--- src/rtl/ob_cn_issue_arb_pkg.sv ---
// Source-selection type and decision helper for the conditional issue arbiter.
package ob_cn_issue_arb_pkg;

    typedef enum logic [1:0] {
        SEL_NONE = 2'd0,
        SEL_FIFO = 2'd1,
        SEL_ING  = 2'd2
    } sel_e;

    // Matured commands win ties unless ingress has waited the full starvation budget.
    function automatic sel_e pick_src(input logic en, input logic f_vld,
                                      input logic i_vld, input logic starved);
        sel_e s;
        s = SEL_NONE;
        if (en) begin
            if (f_vld && i_vld) s = starved ? SEL_ING : SEL_FIFO;
            else if (f_vld)     s = SEL_FIFO;
            else if (i_vld)     s = SEL_ING;
        end
        return s;
    endfunction

endpackage

--- src/rtl/ob_pkg.sv ---
// Shared order-book types and the default sizing of the conditional issue arbiter.
package ob_pkg;

    // Order-book command, as produced by ingress and by the conditional table.
    typedef struct packed {
        logic [7:0]  id;
        logic        side;
        logic [1:0]  op;
        logic [15:0] price;
        logic [4:0]  qty;
    } cmd_t;

    // Instantiation defaults for ob_cn_issue_arb.
    localparam int CN_ISSUE_FIFO_D    = 4;
    localparam int CN_ISSUE_STARVE_N  = 4;

endpackage

--- src/rtl/ob_cn_issue_arb_if.sv ---
// Handshake bundle between the conditional table / ingress / controller and the issue arbiter.
interface ob_cn_issue_arb_if import ob_pkg::*; #(
    parameter int D = CN_ISSUE_FIFO_D
);
    localparam int CW = $clog2(D + 1);

    logic          mtr_vld_r;
    cmd_t          mtr_r;
    logic          mtr_accept;
    logic          ing_vld;
    cmd_t          ing_cmd;
    logic          ing_accept;
    logic          iss_vld_r;
    cmd_t          iss_r;
    logic          iss_accept;
    logic [CW-1:0] fifo_cnt_r;
    logic          fifo_full_r;

    // Environment side: drives commands in and consumes the issue stream.
    modport master (
        output mtr_vld_r, mtr_r, ing_vld, ing_cmd, iss_accept,
        input  mtr_accept, ing_accept, iss_vld_r, iss_r, fifo_cnt_r, fifo_full_r
    );

    // Arbiter side.
    modport slave (
        input  mtr_vld_r, mtr_r, ing_vld, ing_cmd, iss_accept,
        output mtr_accept, ing_accept, iss_vld_r, iss_r, fifo_cnt_r, fifo_full_r
    );
endinterface

--- src/rtl/ob_cn_issue_fifo.sv ---
// Circular-buffer FIFO for matured commands; pointers wrap, occupancy kept in its own counter.
module ob_cn_issue_fifo #(
    parameter int D = 4,
    parameter int W = 8
) (
    input  logic                     clk,
    input  logic                     rst_n,
    input  logic                     push_i,
    input  logic [W-1:0]             push_data_i,
    input  logic                     pop_i,
    output logic [W-1:0]             head_o,
    output logic [$clog2(D+1)-1:0]   cnt_o,
    output logic                     full_o
);
    localparam int PW = $clog2(D);
    localparam int CW = $clog2(D + 1);

    logic [W-1:0]  mem_q [D];
    logic [PW-1:0] wr_q, wr_d, rd_q, rd_d;
    logic [CW-1:0] cnt_q, cnt_d;
    logic          full_q, full_d;
    logic          do_push, do_pop;

    // A pop freeing a slot does not open it for a push in the same cycle.
    assign do_push = push_i & ~full_q;
    assign do_pop  = pop_i & (cnt_q != '0);

    // Pointer and occupancy next-state.
    always_comb begin
        wr_d  = wr_q;
        rd_d  = rd_q;
        cnt_d = cnt_q;
        if (do_push) wr_d = wr_q + PW'(1);
        if (do_pop)  rd_d = rd_q + PW'(1);
        case ({do_push, do_pop})
            2'b10:   cnt_d = cnt_q + CW'(1);
            2'b01:   cnt_d = cnt_q - CW'(1);
            default: cnt_d = cnt_q;
        endcase
        full_d = (cnt_d == CW'(D));
    end

    // Control state; reset drops all contents.
    always_ff @(posedge clk or negedge rst_n) begin
        if (!rst_n) begin
            wr_q   <= '0;
            rd_q   <= '0;
            cnt_q  <= '0;
            full_q <= 1'b0;
        end else begin
            wr_q   <= wr_d;
            rd_q   <= rd_d;
            cnt_q  <= cnt_d;
            full_q <= full_d;
        end
    end

    // Storage needs no reset: occupancy decides what is live.
    always_ff @(posedge clk) begin
        if (do_push) mem_q[wr_q] <= push_data_i;
    end

    assign head_o = mem_q[rd_q];
    assign cnt_o  = cnt_q;
    assign full_o = full_q;

endmodule

--- src/rtl/ob_cn_issue_arb.sv ---
// Merges matured conditional commands (via FIFO) with ingress into one registered issue stream.
module ob_cn_issue_arb import ob_pkg::*, ob_cn_issue_arb_pkg::*; #(
    parameter int D        = CN_ISSUE_FIFO_D,
    parameter int STARVE_N = CN_ISSUE_STARVE_N
) (
    input  logic             clk,
    input  logic             rst,
    ob_cn_issue_arb_if.slave bus
);
    localparam int CW = $clog2(D + 1);
    localparam int SW = $clog2(STARVE_N + 1);
    localparam logic [SW-1:0] STARVE_MAX = SW'(STARVE_N);

    logic          iss_vld_q, iss_vld_d;
    cmd_t          iss_q, iss_d;
    logic [SW-1:0] starve_q, starve_d;
    logic [CW-1:0] fifo_cnt;
    logic          fifo_full;
    cmd_t          fifo_head;
    logic          iss_en;
    sel_e          sel;

    ob_cn_issue_fifo #(
        .D (D),
        .W ($bits(cmd_t))
    ) u_fifo (
        .clk         (clk),
        .rst_n       (rst),
        .push_i      (bus.mtr_vld_r & ~fifo_full),
        .push_data_i (bus.mtr_r),
        .pop_i       (sel == SEL_FIFO),
        .head_o      (fifo_head),
        .cnt_o       (fifo_cnt),
        .full_o      (fifo_full)
    );

    // Output register can take a new command when empty or being consumed.
    assign iss_en = ~iss_vld_q | bus.iss_accept;
    assign sel    = pick_src(iss_en, fifo_cnt != '0, bus.ing_vld, starve_q == STARVE_MAX);

    // mtr_accept depends only on registered full, so iss_accept never reaches it.
    assign bus.mtr_accept  = ~fifo_full;
    // Held low through reset so ingress cannot be consumed while the stage is cleared.
    assign bus.ing_accept  = rst & (sel == SEL_ING);
    assign bus.iss_vld_r   = iss_vld_q;
    assign bus.iss_r       = iss_q;
    assign bus.fifo_cnt_r  = fifo_cnt;
    assign bus.fifo_full_r = fifo_full;

    // Output stage load and starvation bookkeeping.
    always_comb begin
        iss_vld_d = iss_vld_q;
        iss_d     = iss_q;
        starve_d  = starve_q;
        if (iss_en) begin
            iss_vld_d = (sel != SEL_NONE);
            if (sel == SEL_FIFO)     iss_d = fifo_head;
            else if (sel == SEL_ING) iss_d = bus.ing_cmd;
        end
        if (sel == SEL_FIFO && bus.ing_vld) begin
            if (starve_q != STARVE_MAX) starve_d = starve_q + SW'(1);
        end else if (sel == SEL_ING || !bus.ing_vld) begin
            starve_d = '0;
        end
    end

    // Registered issue stage and starvation counter.
    always_ff @(posedge clk or negedge rst) begin
        if (!rst) begin
            iss_vld_q <= 1'b0;
            iss_q     <= '0;
            starve_q  <= '0;
        end else begin
            iss_vld_q <= iss_vld_d;
            iss_q     <= iss_d;
            starve_q  <= starve_d;
        end
    end

endmodule

--- src/flat_wrapper.sv ---
// flat-port wrapper written by rule: the top's interface ports become plain ports
module ob_cn_issue_arb_flat import ob_pkg::*, ob_cn_issue_arb_pkg::*;
#(
    parameter int D        = CN_ISSUE_FIFO_D,
    parameter int STARVE_N = CN_ISSUE_STARVE_N
)
  (clk, rst, bus_mtr_vld_r, bus_mtr_r, bus_ing_vld, bus_ing_cmd, bus_iss_accept, bus_mtr_accept, bus_ing_accept, bus_iss_vld_r, bus_iss_r, bus_fifo_cnt_r, bus_fifo_full_r);
  ob_cn_issue_arb_if #(.D(D)) bus_i ();
  input  logic clk;
  input  logic rst;
  input wire logic [$bits(bus_i.mtr_vld_r)-1:0] bus_mtr_vld_r;
  input wire logic [$bits(bus_i.mtr_r)-1:0] bus_mtr_r;
  input wire logic [$bits(bus_i.ing_vld)-1:0] bus_ing_vld;
  input wire logic [$bits(bus_i.ing_cmd)-1:0] bus_ing_cmd;
  input wire logic [$bits(bus_i.iss_accept)-1:0] bus_iss_accept;
  output wire logic [$bits(bus_i.mtr_accept)-1:0] bus_mtr_accept;
  output wire logic [$bits(bus_i.ing_accept)-1:0] bus_ing_accept;
  output wire logic [$bits(bus_i.iss_vld_r)-1:0] bus_iss_vld_r;
  output wire logic [$bits(bus_i.iss_r)-1:0] bus_iss_r;
  output wire logic [$bits(bus_i.fifo_cnt_r)-1:0] bus_fifo_cnt_r;
  output wire logic [$bits(bus_i.fifo_full_r)-1:0] bus_fifo_full_r;
  assign bus_i.mtr_vld_r = bus_mtr_vld_r;
  assign bus_i.mtr_r = bus_mtr_r;
  assign bus_i.ing_vld = bus_ing_vld;
  assign bus_i.ing_cmd = bus_ing_cmd;
  assign bus_i.iss_accept = bus_iss_accept;
  assign bus_mtr_accept = bus_i.mtr_accept;
  assign bus_ing_accept = bus_i.ing_accept;
  assign bus_iss_vld_r = bus_i.iss_vld_r;
  assign bus_iss_r = bus_i.iss_r;
  assign bus_fifo_cnt_r = bus_i.fifo_cnt_r;
  assign bus_fifo_full_r = bus_i.fifo_full_r;
  ob_cn_issue_arb #(.D(D), .STARVE_N(STARVE_N)) u_core (.clk(clk), .rst(rst), .bus(bus_i));
endmodule
--- config.mk ---
export PLATFORM = sky130hd
export DESIGN_NAME = ob_cn_issue_arb_flat
export DESIGN_NICKNAME = d
export VERILOG_FILES = /design/src/rtl/ob_cn_issue_arb_pkg.sv /design/src/rtl/ob_pkg.sv /design/src/rtl/ob_cn_issue_arb_if.sv /design/src/rtl/ob_cn_issue_fifo.sv /design/src/rtl/ob_cn_issue_arb.sv /design/src/flat_wrapper.sv
export SDC_FILE = /design/constraint.sdc
export NUM_CORES = 1
export LEC_CHECK = 0
export BUFFER_PORTS_ARGS = -buffer_cell sky130_fd_sc_hd__buf_2
export CAP_MARGIN = 25
export CORE_MARGIN = 2
export CORE_UTILIZATION = 30
export CTS_BUF_LIST = sky130_fd_sc_hd__clkbuf_2 sky130_fd_sc_hd__clkbuf_4 sky130_fd_sc_hd__clkbuf_8
export DETAILED_ROUTE_END_ITERATION = 16
export PLACE_DENSITY_LB_ADDON = 0.2
export SLEW_MARGIN = 10
export SYNTH_ARGS = -nofsm -noshare
export SYNTH_HDL_FRONTEND = slang
export SYNTH_SLANG_ARGS = --single-unit
--- constraint.sdc ---
create_clock -name clk -period 5.5 [get_ports clk]
set_clock_uncertainty 0.2 [all_clocks]
set_input_delay 0.275 -clock clk [delete_from_list [all_inputs] [get_ports clk]]
set_output_delay 0.275 -clock clk [all_outputs]
set_load 0.005 [all_outputs]
Word level (Yosys, flattened, before mapping)
Memories as Yosys holds them, arrays and structs flattened.
Index checks and enable logic that the tools add are counted.
{"block": "totals", "out_inout_bits": 39, "in_bits": 69, "memories": 1, "regBits": 44, "wordCells": 55, "ram_bits": 128}
{"memory": "u_core.u_fifo.mem_q", "depth": 4, "word_bits": 32, "rd": 1, "rd_clocked_by_memory_dff": 0, "write_ports": 1, "line_no": "ob_cn_issue_fifo.sv:18", "text": "logic [W-1:0] mem_q [D];"}
{"block": "op_classes", "bitwise": 7, "n_mux": 13, "n_eq_ne": 8, "n_reduce_logical": 10, "add_sub_neg": 5}
{"op": "32-bit two-way mux", "count": 2}
{"op": "2-bit two-way mux", "count": 5}
{"op": "3-bit two-way mux", "count": 3}
{"op": "3-bit by 1-bit adder with 3-bit output (second input constant)", "count": 2}
{"op": "3-bit == test (second input constant)", "count": 2}
{"op": "3-bit case mux with 2 select lines", "count": 1}
{"op": "2-bit nonzero test", "count": 3}
{"op": "2-bit by 1-bit adder with 2-bit output (second input constant)", "count": 2}
{"op": "1-bit bitwise AND", "count": 4}
{"op": "2-bit by 1-bit == test with 1-bit output (second input constant)", "count": 2}
{"op": "2-bit == test (second input constant)", "count": 2}
{"op": "2-bit AND reduction", "count": 2}
{"op": "3-bit != test (second input constant)", "count": 1}
{"op": "3-bit nonzero test", "count": 1}
{"op": "3-bit by 1-bit subtractor with 3-bit output (second input constant)", "count": 1}
{"op": "1-bit logical AND", "count": 2}
{"op": "1-bit two-way mux", "count": 2}
{"op": "2-bit != test (second input constant)", "count": 1}
{"op": "1-bit NOT", "count": 2}
{"op": "1-bit zero test", "count": 1}
{"op": "1-bit logical OR", "count": 1}
{"op": "1-bit bitwise OR", "count": 1}

Longest topological paths before layout
Gate-level depths: netlist (run 1).
{"block": "logic_depth", "ltp_word": 9, "mapped_depth": 15, "mapped_depth_nobuf": 13}

Modules after synthesis
Synthesis (run 1) repeated with hierarchy kept, for this count alone.
{"block": "hier_totals", "cells_unflattened": 414, "hier_area_um2": 6931.6}
{"module": "ob_cn_issue_fifo", "seq_area_each_um2": 4043.9, "cells_each": 208, "area_per_inst_um2": 5107.4, "instances": 1}
{"module": "ob_cn_issue_arb", "seq_area_each_um2": 900.9, "cells_each": 206, "area_per_inst_um2": 1824.2, "instances": 1}

Worst setup path after synthesis (run 1)
OpenSTA, ideal clock, no wires.
{"block": "synth_path", "kind": "reg-to-reg", "from": "register u_core.starve_q[0]", "to": "register u_core.u_fifo.full_q (netlist: u_core.u_fifo.full_o)", "arrival_ps": 2971, "setup_time_ps": 94, "path_slack_ps": 2235, "required_ps": 5206, "path_buffers": 2, "synth_period_minus_slack_ps": 3265, "path_stages_with_launch": 15, "path_cell_list": "dfrtp_1 -> inv_1 -> ha_1 -> a31oi_1 -> and2_1 -> ha_1 -> buf_6 -> clkbuf_1 -> and2_1 -> ha_1 -> inv_1 -> fa_1 -> xor2_1 -> or3_1 -> a211oi_1"}
{"block": "synth_via", "elab_chain_len": 9, "elab_cells_between_ends": 10, "classes_between": "5 x eq/ne; 4 x mux; 1 x bitwise"}
{"element": "start: declaration", "line_no": "ob_cn_issue_arb.sv:16", "text": "logic [SW-1:0] starve_q, starve_d;"}
{"element": "start signal: assignment", "line_no": "ob_cn_issue_arb.sv:76", "text": "starve_q <= starve_d;"}
{"element": "3-bit == test *", "line_no": "ob_cn_issue_arb.sv:39", "text": "assign sel = pick_src(iss_en, fifo_cnt != '0, bus.ing_vld, starve_q == STARVE_MAX);"}
{"element": "2-bit two-way mux * (2 in a row)", "line_no": "ob_cn_issue_arb_pkg.sv:16", "text": "if (f_vld && i_vld) s = starved ? SEL_ING : SEL_FIFO;"}
{"element": "2-bit two-way mux *", "line_no": "ob_cn_issue_arb_pkg.sv:15", "text": "if (en) begin"}
{"element": "2-bit by 1-bit == test with 1-bit output *", "line_no": "ob_cn_issue_arb.sv:31", "text": ".pop_i (sel == SEL_FIFO),"}
{"element": "1-bit bitwise AND *", "line_no": "ob_cn_issue_fifo.sv:26", "text": "assign do_pop = pop_i & (cnt_q != '0);"}
{"element": "named net u_core.u_fifo.do_pop", "line_no": "ob_cn_issue_fifo.sv:22", "text": "logic do_push, do_pop;"}
{"element": "2-bit by 1-bit == test with 1-bit output or 2-bit == test (tied branches)", "line_no": "ob_cn_issue_fifo.sv:35", "text": "case ({do_push, do_pop})"}
{"element": "3-bit case mux with 2 select lines *", "line_no": "ob_cn_issue_fifo.sv:35"}
{"element": "3-bit == test *", "line_no": "ob_cn_issue_fifo.sv:40", "text": "full_d = (cnt_d == CW'(D));"}
{"element": "named net u_core.u_fifo.full_d", "line_no": "ob_cn_issue_fifo.sv:21", "text": "logic full_q, full_d;"}
{"element": "end signal: assignment", "line_no": "ob_cn_issue_fifo.sv:54", "text": "full_q <= full_d;"}
{"element": "end: declaration", "line_no": "ob_cn_issue_fifo.sv:21"}
The timed path passes the listed nets; every way through them passes the cells marked *.
A chain may end at the register's enable or synchronous reset.

Worst setup path in the final report (run 1)
Same ends and word-level chain as after synthesis.

==> Flow_metrics.wiki, run 1 <==
{| class="wikitable"
! Metric !! Value
|-
| Run status || completed
|-
| Max stage delay on crit path || between 0.4 and 0.5 ns
|-
| Buffer type at the clock tree root || sky130_fd_sc_hd__clkbuf_8
|-
| Number of maximum-capacitance constraint violations || 0
|-
| I/O pin count || 108
|-
| Worst slew slack as a fraction of its limit || a little over a third
|-
| Share of cells above drive strength 1 || 44.81%
|-
| Achievable Freq || 279.8 MHz
|-
| First-iteration detailed-routing DRC count || about 150
|-
| Routability congestion estimate from global placement || 0.6834
|-
| Setup_tns || 0 ns
|-
| Overall via count from detail_route || 3,659
|-
| Post-placement setup slack || 1.926 ns
|-
| Floorplan Core Area || 23,330 um2
|-
| Maximum number of pins on one net before global-route repair || 46
|-
| Utilization after layout || 38.38%
|-
| Number of detailed-route iterations in the first pass || 4
|-
| Type of element launching the critical path || flop
|-
| Synthesized instance count || 347
|-
| Global-route wire length before repair || around 22,000 um
|-
| Number of global-route vias before repair || 3,992
|-
| Leakage power of the design || 3.392 nW
|-
| TritonCTS Buffers || 17
|-
| Worst EP arrival || roughly 3.7 ns
|-
| Unrepaired setup endpoints after global routing || false
|-
| Launch instance of the worst register-to-register path || u_core.starve_q[0]$_DFFE_PN0P_
|-
| Fraction of synthesized cell area in xor and xnor cells || 0.6187%
|-
| Required arrival time at the worst endpoint || roughly 5.7 ns
|-
| Global-route total usage across every layer || 12.15%
|-
| X dimension of the die || 157.6 um
|-
| Starting utilization of the core area || a little under a third
|-
| Post-synthesis compound-gate area fraction || 0.7955%
|-
| Final Hold Vio Count || 0
|-
| Total power || 0.004383 W
|-
| Number of cells upsized or downsized after cts || 0
|-
| Final Routed Wirelength || 14,080 um
|-
| Antenna-violating nets left || 0
|-
| Number of warnings reported in the yosys synthesis log || 0
|-
| Detailed-placement wirelength estimate || 8369 um
|-
| Post-Syn Area || approximately 7000 um2
|-
| Register bit count reported by yosys || about 170
|-
| Endpoints failing setup || 0
|-
| Fraction of the cycle the final worst path needs || 64.98%
|-
| Signed area change from the synthesized netlist to the final layout || 26.52%
|-
| Drt wl/cell || 16.39 um
|-
| Reg clk slew, reported paths || 0.10 ns
|-
| CTS H-tree lvls || 4
|-
| Die Area || 24,840 um2
|-
| Power density over the cells || 489.5 nW/um2
|-
| Final number of max-transition violations || 0
|-
| Die outline height || ~160 um
|-
| Input/output buffers || 107
|-
| Antenna violations before repair || 0
|-
| Simple logic cell fraction of the synthesized area || 2.174%
|-
| Vias per cell || 4.260
|-
| Number of placed cells counting well taps || 761
|-
| Sequence of cells on the critical path || inv_1, ha_1, a31oi_1, and2_1, ha_2, buf_4, and2_1, ha_1, inv_1, fa_1, xor2_1, or3_1, a211oi_1
|-
| HP Start || bus_ing_cmd[13]
|-
| Unique cell type count in the Yosys netlist || 28
|-
| Family of cells with the greatest summed delay on the critical path || adder cells
|-
| Worst-skew pair later-pin latency || 0.45 ns
|-
| Average cell area after synthesis || about 20 um2
|-
| DRC Markers || 0
|-
| Congestion Overflow GR || 0
|-
| Non-filler instance count after layout || 859
|-
| Combinational family with the most area after synthesis || multiplexers
|-
| Worst-case setup margin in the final layout || 1.926 ns
|-
| Share of the yosys chip area belonging to registers || 69.86%
|-
| Fin nets || 607
|-
| CP bufs+invs || 3
|-
| Launch point of the critical path || u_core.starve_q[0]$_DFFE_PN0P_
|-
| Maximum resistive drop on vdd || 207.6 uV
|-
| Worst hold path class || input port to flop
|-
| Critical path class || flop to flop
|-
| Critical Path Slowest Stage Cell || sky130_fd_sc_hd__buf_4
|-
| Number of core rows || 56
|-
| Crit end category || flop
|-
| Number of clock sinks seen by CTS || 172
|-
| Clock tree from TritonCTS || built
|-
| Adder and majority gate portion of the synthesized area || 2.051%
|-
| Number of buffers on the longest clock path || 2
|-
| Syn_nets || 427
|-
| Multiplexer share of the synthesized area || 22.06%
|-
| Tightest Pin Transition || 0.9717 ns
|-
| Post-layout min period || 3.574 ns
|-
| Worst Path Max Fanout || 38
|-
| Post-CTS setup buffer count || 0
|-
| Antenna diode count || 0
|}
## kinds of logic (layout without fill, tap and decap cells)
family	Yosys count	count (layout)
flip-flops	172	172
multiplexers	96	96
AND/OR/NAND/NOR	29	29
buffers and inverters	25	218
adder cells (fa/ha/maj)	11	11
AO/OA/AOI/OAI	9	9
XOR/XNOR	5	5
## layout by cell type (no fill, tap or decap), types with 2 or more instances in the layout
cell type                       count
sky130_fd_sc_hd__dlygate4sd3_1     66
sky130_fd_sc_hd__clkinv_4           3
sky130_fd_sc_hd__clkbuf_8          17
sky130_fd_sc_hd__and2_1             3
sky130_fd_sc_hd__inv_8              2
sky130_fd_sc_hd__inv_1              9
sky130_fd_sc_hd__or3_1              2
sky130_fd_sc_hd__and2_2             4
sky130_fd_sc_hd__mux4_1             4
sky130_fd_sc_hd__mux2_2            36
sky130_fd_sc_hd__nand2_1            9
sky130_fd_sc_hd__buf_4              4
sky130_fd_sc_hd__nor2b_1            3
sky130_fd_sc_hd__xor2_1             2
sky130_fd_sc_hd__inv_6              3
sky130_fd_sc_hd__clkinvlp_4         2
sky130_fd_sc_hd__ha_1               9
sky130_fd_sc_hd__xnor2_1            3
sky130_fd_sc_hd__dfrtp_2            2
sky130_fd_sc_hd__mux2_4            28
sky130_fd_sc_hd__o21ai_0            4
sky130_fd_sc_hd__mux4_2            28
sky130_fd_sc_hd__a21boi_0           3
sky130_fd_sc_hd__nand3_1            4
sky130_fd_sc_hd__clkinv_2           3
sky130_fd_sc_hd__edfxtp_1         128
sky130_fd_sc_hd__buf_2            107
sky130_fd_sc_hd__dfrtp_1           42
## cell usage after synthesis
cell,count,area (um2)
sky130_fd_sc_hd__a211oi_1,1,7.510
sky130_fd_sc_hd__a21boi_0,3,22.52
sky130_fd_sc_hd__a31oi_1,1,6.260
sky130_fd_sc_hd__and2_1,7,43.79
sky130_fd_sc_hd__and3_1,1,6.260
sky130_fd_sc_hd__buf_12,3,60.06
sky130_fd_sc_hd__buf_2,6,30.03
sky130_fd_sc_hd__buf_6,3,33.78
sky130_fd_sc_hd__clkbuf_1,4,15.01
sky130_fd_sc_hd__dfrtp_1,44,1101
sky130_fd_sc_hd__edfxtp_1,128,3844
sky130_fd_sc_hd__fa_1,1,20.02
sky130_fd_sc_hd__ha_1,10,125.1
sky130_fd_sc_hd__inv_1,9,33.78
sky130_fd_sc_hd__mux2_2,36,405.4
sky130_fd_sc_hd__mux2_4,28,420.4
sky130_fd_sc_hd__mux4_1,4,105.1
sky130_fd_sc_hd__mux4_2,28,630.6
sky130_fd_sc_hd__nand2_1,9,33.78
sky130_fd_sc_hd__nand2b_1,1,6.260
sky130_fd_sc_hd__nand3_1,4,20.02
sky130_fd_sc_hd__nand4b_1,1,8.760
sky130_fd_sc_hd__nor2_1,1,3.750
sky130_fd_sc_hd__nor2b_1,3,18.77
sky130_fd_sc_hd__o21ai_0,4,20.02
sky130_fd_sc_hd__or3_1,2,12.51
sky130_fd_sc_hd__xnor2_1,3,26.28
sky130_fd_sc_hd__xor2_1,2,17.52
## worst register-to-register path, stage by stage, from the launching register on
cell                       delay, ns
sky130_fd_sc_hd__dfrtp_1        0.39
sky130_fd_sc_hd__inv_1          0.08
sky130_fd_sc_hd__ha_1           0.21
sky130_fd_sc_hd__a31oi_1        0.21
sky130_fd_sc_hd__and2_1         0.16
sky130_fd_sc_hd__ha_2           0.16
sky130_fd_sc_hd__buf_4          0.45
sky130_fd_sc_hd__and2_1         0.27
sky130_fd_sc_hd__ha_1           0.19
sky130_fd_sc_hd__inv_1          0.06
sky130_fd_sc_hd__fa_1           0.37
sky130_fd_sc_hd__xor2_1         0.16
sky130_fd_sc_hd__or3_1          0.33
sky130_fd_sc_hd__a211oi_1       0.26
## where the power goes
part | switching (W) | internal [W]
sequential | 0.000208 | 0.00176
combinational | 0.000658 | 0.000912
clock | 0.000482 | 0.000366
## metal layers
metal	up-vias	wire length, um	GRT usage, %
met1	1861	6204	15.19
met3	10	512	3.285
met4	0	172	3.593
li1	1710	-	-
met2	78	7191	20.69
met5	-	0	0
## layout make-up
class / instances / area [um2]
Clock buffer: 17 / 234.0
Inverter: 9 / 33.78
Multi-Input combinational cell: 150 / 1976
Tap cell: 319 / 399.1
Sequential cell: 172 / 4947
Clock inverter: 15 / 138.9
Timing Repair Buffer: 177 / 1226
Fill cell: 2189 / 14380
## timing repair
item / in CTS / in global routing
hold endpoints to repair: 206 / 0
setup endpoints to repair: 0 / 0
hold buffers: 66 / 0
## flip-flops by register name, indices dropped and copies added, names as in the netlist
name and count:
u_core.u_fifo.mem_q 128, u_core.bus.iss_r 32, u_core.starve_q 3, u_core.u_fifo.cnt_o 3
u_core.u_fifo.rd_q 2, u_core.u_fifo.wr_q 2, u_core.bus.iss_vld_r 1, u_core.u_fifo.full_o 1
## worst paths after layout
kind                                                     endpoint  slack [ns]  cells past startpoint
min in group asynchronous        u_core.bus.iss_r[17]$_DFFE_PN0P_        0.26                      3
max in group asynchronous       u_core.u_fifo.rd_q[0]$_DFFE_PN0P_        4.38                      3
worst min-delay path             u_core.bus.iss_r[13]$_DFFE_PN0P_        0.04                      3
worst max register to register     u_core.u_fifo.full_o$_DFF_PN0_        1.93                     13
worst min register to register    u_core.bus.iss_r[9]$_DFFE_PN0P_        0.31                      1
worst max-delay path               u_core.u_fifo.full_o$_DFF_PN0_        1.93                     13
## metrics by stage
| stage | area, um2 | hold WS (ns) |
|---|---|---|
| 4_1_cts | 8955 | 0.01895 |
| 3_3_place_gp | 7921 | 0.2215 |
| 3_5_place_dp | 7921 | 0.2369 |
| 6_report | 8955 | 0.03553 |
| 5_1_grt | 8955 | 0.007189 |
| 2_1_floorplan | 7078 | -0.2206 |
No activity file was read; power rests on OpenSTA's default activity.
==> inputs of run 2 (changes only) <==
- clock period: 5.5 -> 3.05 ns (I/O delays scaled with it)
==> run 2 against run 1 <==
Utilization up 0.60 points; via count up 3.7%; register-to-register slack worse by 1.8 ns; die area unchanged; critical path depth down 1; sequential share of layout area down 0.85 points; critical endpoint unchanged; cell area up 1.6%.
==> Flow_metrics.wiki, run 2 (synthesis results as in run 1) <==
{| class="wikitable"
! Metric !! Value
|-
| Floorplan Core Area || about 23,000 um2
|-
| Clock tree from TritonCTS || built
|-
| First-iteration detailed-routing DRC count || 185
|-
| Number of maximum-capacitance constraint violations || 0
|-
| Worst EP arrival || 3.05 ns
|-
| Post-layout min period || 2.877 ns
|-
| Maximum number of pins on one net before global-route repair || 38
|-
| X dimension of the die || ~160 um
|-
| Starting utilization of the core area || between 30 and 40%
|-
| Fraction of the cycle the final worst path needs || 94.32%
|-
| Top reg by flops || u_core.u_fifo.mem_q
|-
| Global-route wire length before repair || 21,980 um
|-
| Leakage power of the design || 3.455 nW
|-
| TritonCTS Buffers || 17
|-
| Detailed-placement wirelength estimate || 8823 um
|-
| Most common cell after layout, fill and taps aside || sky130_fd_sc_hd__edfxtp_1
|-
| I/O pin count || around 110
|-
| DRC Markers || 0
|-
| Maximum resistive drop on vdd || 312.8 uV
|-
| Antenna diode count || 0
|-
| Reg clk slew, reported paths || 0.10 ns
|-
| Met3 demand-to-capacity share in global routing || 3.039%
|-
| Number of core rows || 56
|-
| Critical path class || flop to flop
|-
| Die Area || 24,840 um2
|-
| Utilization after layout || 38.98%
|-
| Worst hold path class || input port to async pin
|-
| Endpoints failing setup || 0
|-
| Number of buffers on the longest clock path || 2
|-
| Crit end category || flop
|-
| Number of global-route vias before repair || about 4,000
|-
| Total power || 0.007994 W
|-
| Die outline height || 157.6 um
|-
| Final Routed Wirelength || 14,310 um
|-
| Final Hold Vio Count || 0
|-
| Routability congestion estimate from global placement || around 0.72
|-
| Global-route total usage across every layer || 12.18%
|-
| CTS H-tree lvls || 4
|-
| Setup_tns || 0 ns
|-
| Antenna-violating nets left || 0
|-
| Layer with the highest usage after global routing || met2
|-
| Final number of max-transition violations || 0
|-
| Top library cells by usage in the layout, fill and taps aside || sky130_fd_sc_hd__edfxtp_1 (128), sky130_fd_sc_hd__buf_2 (107), sky130_fd_sc_hd__dlygate4sd3_1 (69)
|-
| Input/output buffers || 107
|-
| Power density over the cells || 878.9 nW/um2
|-
| Met1 track demand over resource in global routing || between 10% and 20%
|-
| Worst slew slack as a fraction of its limit || 57.57%
|-
| Number of placed cells counting well taps || 769
|-
| Unrepaired setup endpoints after global routing || false
|-
| Tightest Pin Transition || 0.6364 ns
|-
| Number of detailed-route iterations in the first pass || 4
|-
| Number of clock sinks seen by CTS || ~170
|-
| Vias per cell || 4.356
|-
| Non-filler instance count after layout || 871
|-
| Number of flip-flops under the largest register name || 128
|-
| Congestion Overflow GR || 0
|-
| Worst-skew pair later-pin latency || about 0.45 ns
|-
| Buffer type at the clock tree root || sky130_fd_sc_hd__clkbuf_8
|-
| Overall via count from detail_route || approximately 3,800
|-
| Drt wl/cell || 16.43 um
|-
| Achievable Freq || approximately 350 MHz
|-
| Antenna violations before repair || 0
|-
| Required arrival time at the worst endpoint || 3.22 ns
|-
| Signed area change from the synthesized netlist to the final layout || 28.50%
|-
| Share of cells above drive strength 1 || 46.20%
|-
| Worst Path Max Fanout || 2
|-
| Run status || completed
|-
| Type of element launching the critical path || flop
|-
| Fin nets || 619
|-
| Met2 Resource Use GR || 20.40%
|}
==> run 2: routing by layer <==
layer  share of wire, %  vias up
met4                1.3        0
met2                 50       83
li1                   -     1743
met1                 46     1957
met5                  0        -
met3                3.3       11
==> run 2: cell type report <==
| cell class | instances | area (um2) |
|---|---|---|
| clock buffers | 21 | 276.5 |
| flip-flops and latches | 172 | 4947 |
| clock inverters | 11 | 85.08 |
| fillers | 2185 | 14240 |
| repair buffers | 189 | 1361 |
| well taps | 319 | 399.1 |
| inverters | 9 | 33.78 |
| multi-input cells | 150 | 1992 |
==> run 2: worst paths after layout <==
| check | from | end | slack, ns | cells past startpoint |
|---|---|---|---|---|
| max | u_core.starve_q[0]$_DFFE_PN0P_ | u_core.u_fifo.full_o$_DFF_PN0_ | 0.17 | 12 |
| min | rst | u_core.bus.iss_r[16]$_DFFE_PN0P_ | 0.05 | 2 |
| max reg2reg | u_core.starve_q[0]$_DFFE_PN0P_ | u_core.u_fifo.full_o$_DFF_PN0_ | 0.17 | 12 |
| min reg2reg | u_core.bus.iss_r[11]$_DFFE_PN0P_ | u_core.bus.iss_r[11]$_DFFE_PN0P_ | 0.31 | 1 |
| max in group asynchronous | rst | u_core.u_fifo.rd_q[0]$_DFFE_PN0P_ | 1.79 | 3 |
| min in group clk | bus_mtr_r[2] | u_core.u_fifo.mem_q[0][2]$_DFFE_PP_ | 0.25 | 2 |
==> run 2: where the power goes <==
part	total, W	internal [W]	leakage [nW]	switching (W)
registers	0.00338	0.00316	1.69	0.000213
clock network	0.00148	0.000635	0.176	0.000842
logic	0.00314	0.00175	1.59	0.00139
==> run 2: what timing repair did <==
item,in CTS,in global routing
setup endpoints to repair,0,1
buffers inserted,0,1
hold endpoints to repair,185,0
gates resized for setup,0,2
hold buffers,69,0
==> run 2: stage by stage <==
step           setup slack [ns]  cell area (um2)  hold slack (ns)
2_1_floorplan           0.02061             7093          -0.3431
3_3_place_gp             0.2390             8024       -0.0005207
3_5_place_dp             0.1479             8024         0.008559
4_1_cts                  0.1240             9076          0.04342
5_1_grt                 0.01302             9095          0.06016
6_report                 0.1732             9095          0.04598
==> run 2: worst max-delay path: stages (launching register included) <==
cell,delay (ns)
sky130_fd_sc_hd__dfrtp_1,0.37
sky130_fd_sc_hd__inv_1,0.06
sky130_fd_sc_hd__ha_1,0.22
sky130_fd_sc_hd__a31oi_2,0.16
sky130_fd_sc_hd__and2_1,0.15
sky130_fd_sc_hd__ha_2,0.17
sky130_fd_sc_hd__and2_4,0.14
sky130_fd_sc_hd__ha_2,0.18
sky130_fd_sc_hd__inv_1,0.05
sky130_fd_sc_hd__fa_1,0.37
sky130_fd_sc_hd__xor2_1,0.16
sky130_fd_sc_hd__or3_1,0.35
sky130_fd_sc_hd__a211oi_2,0.22
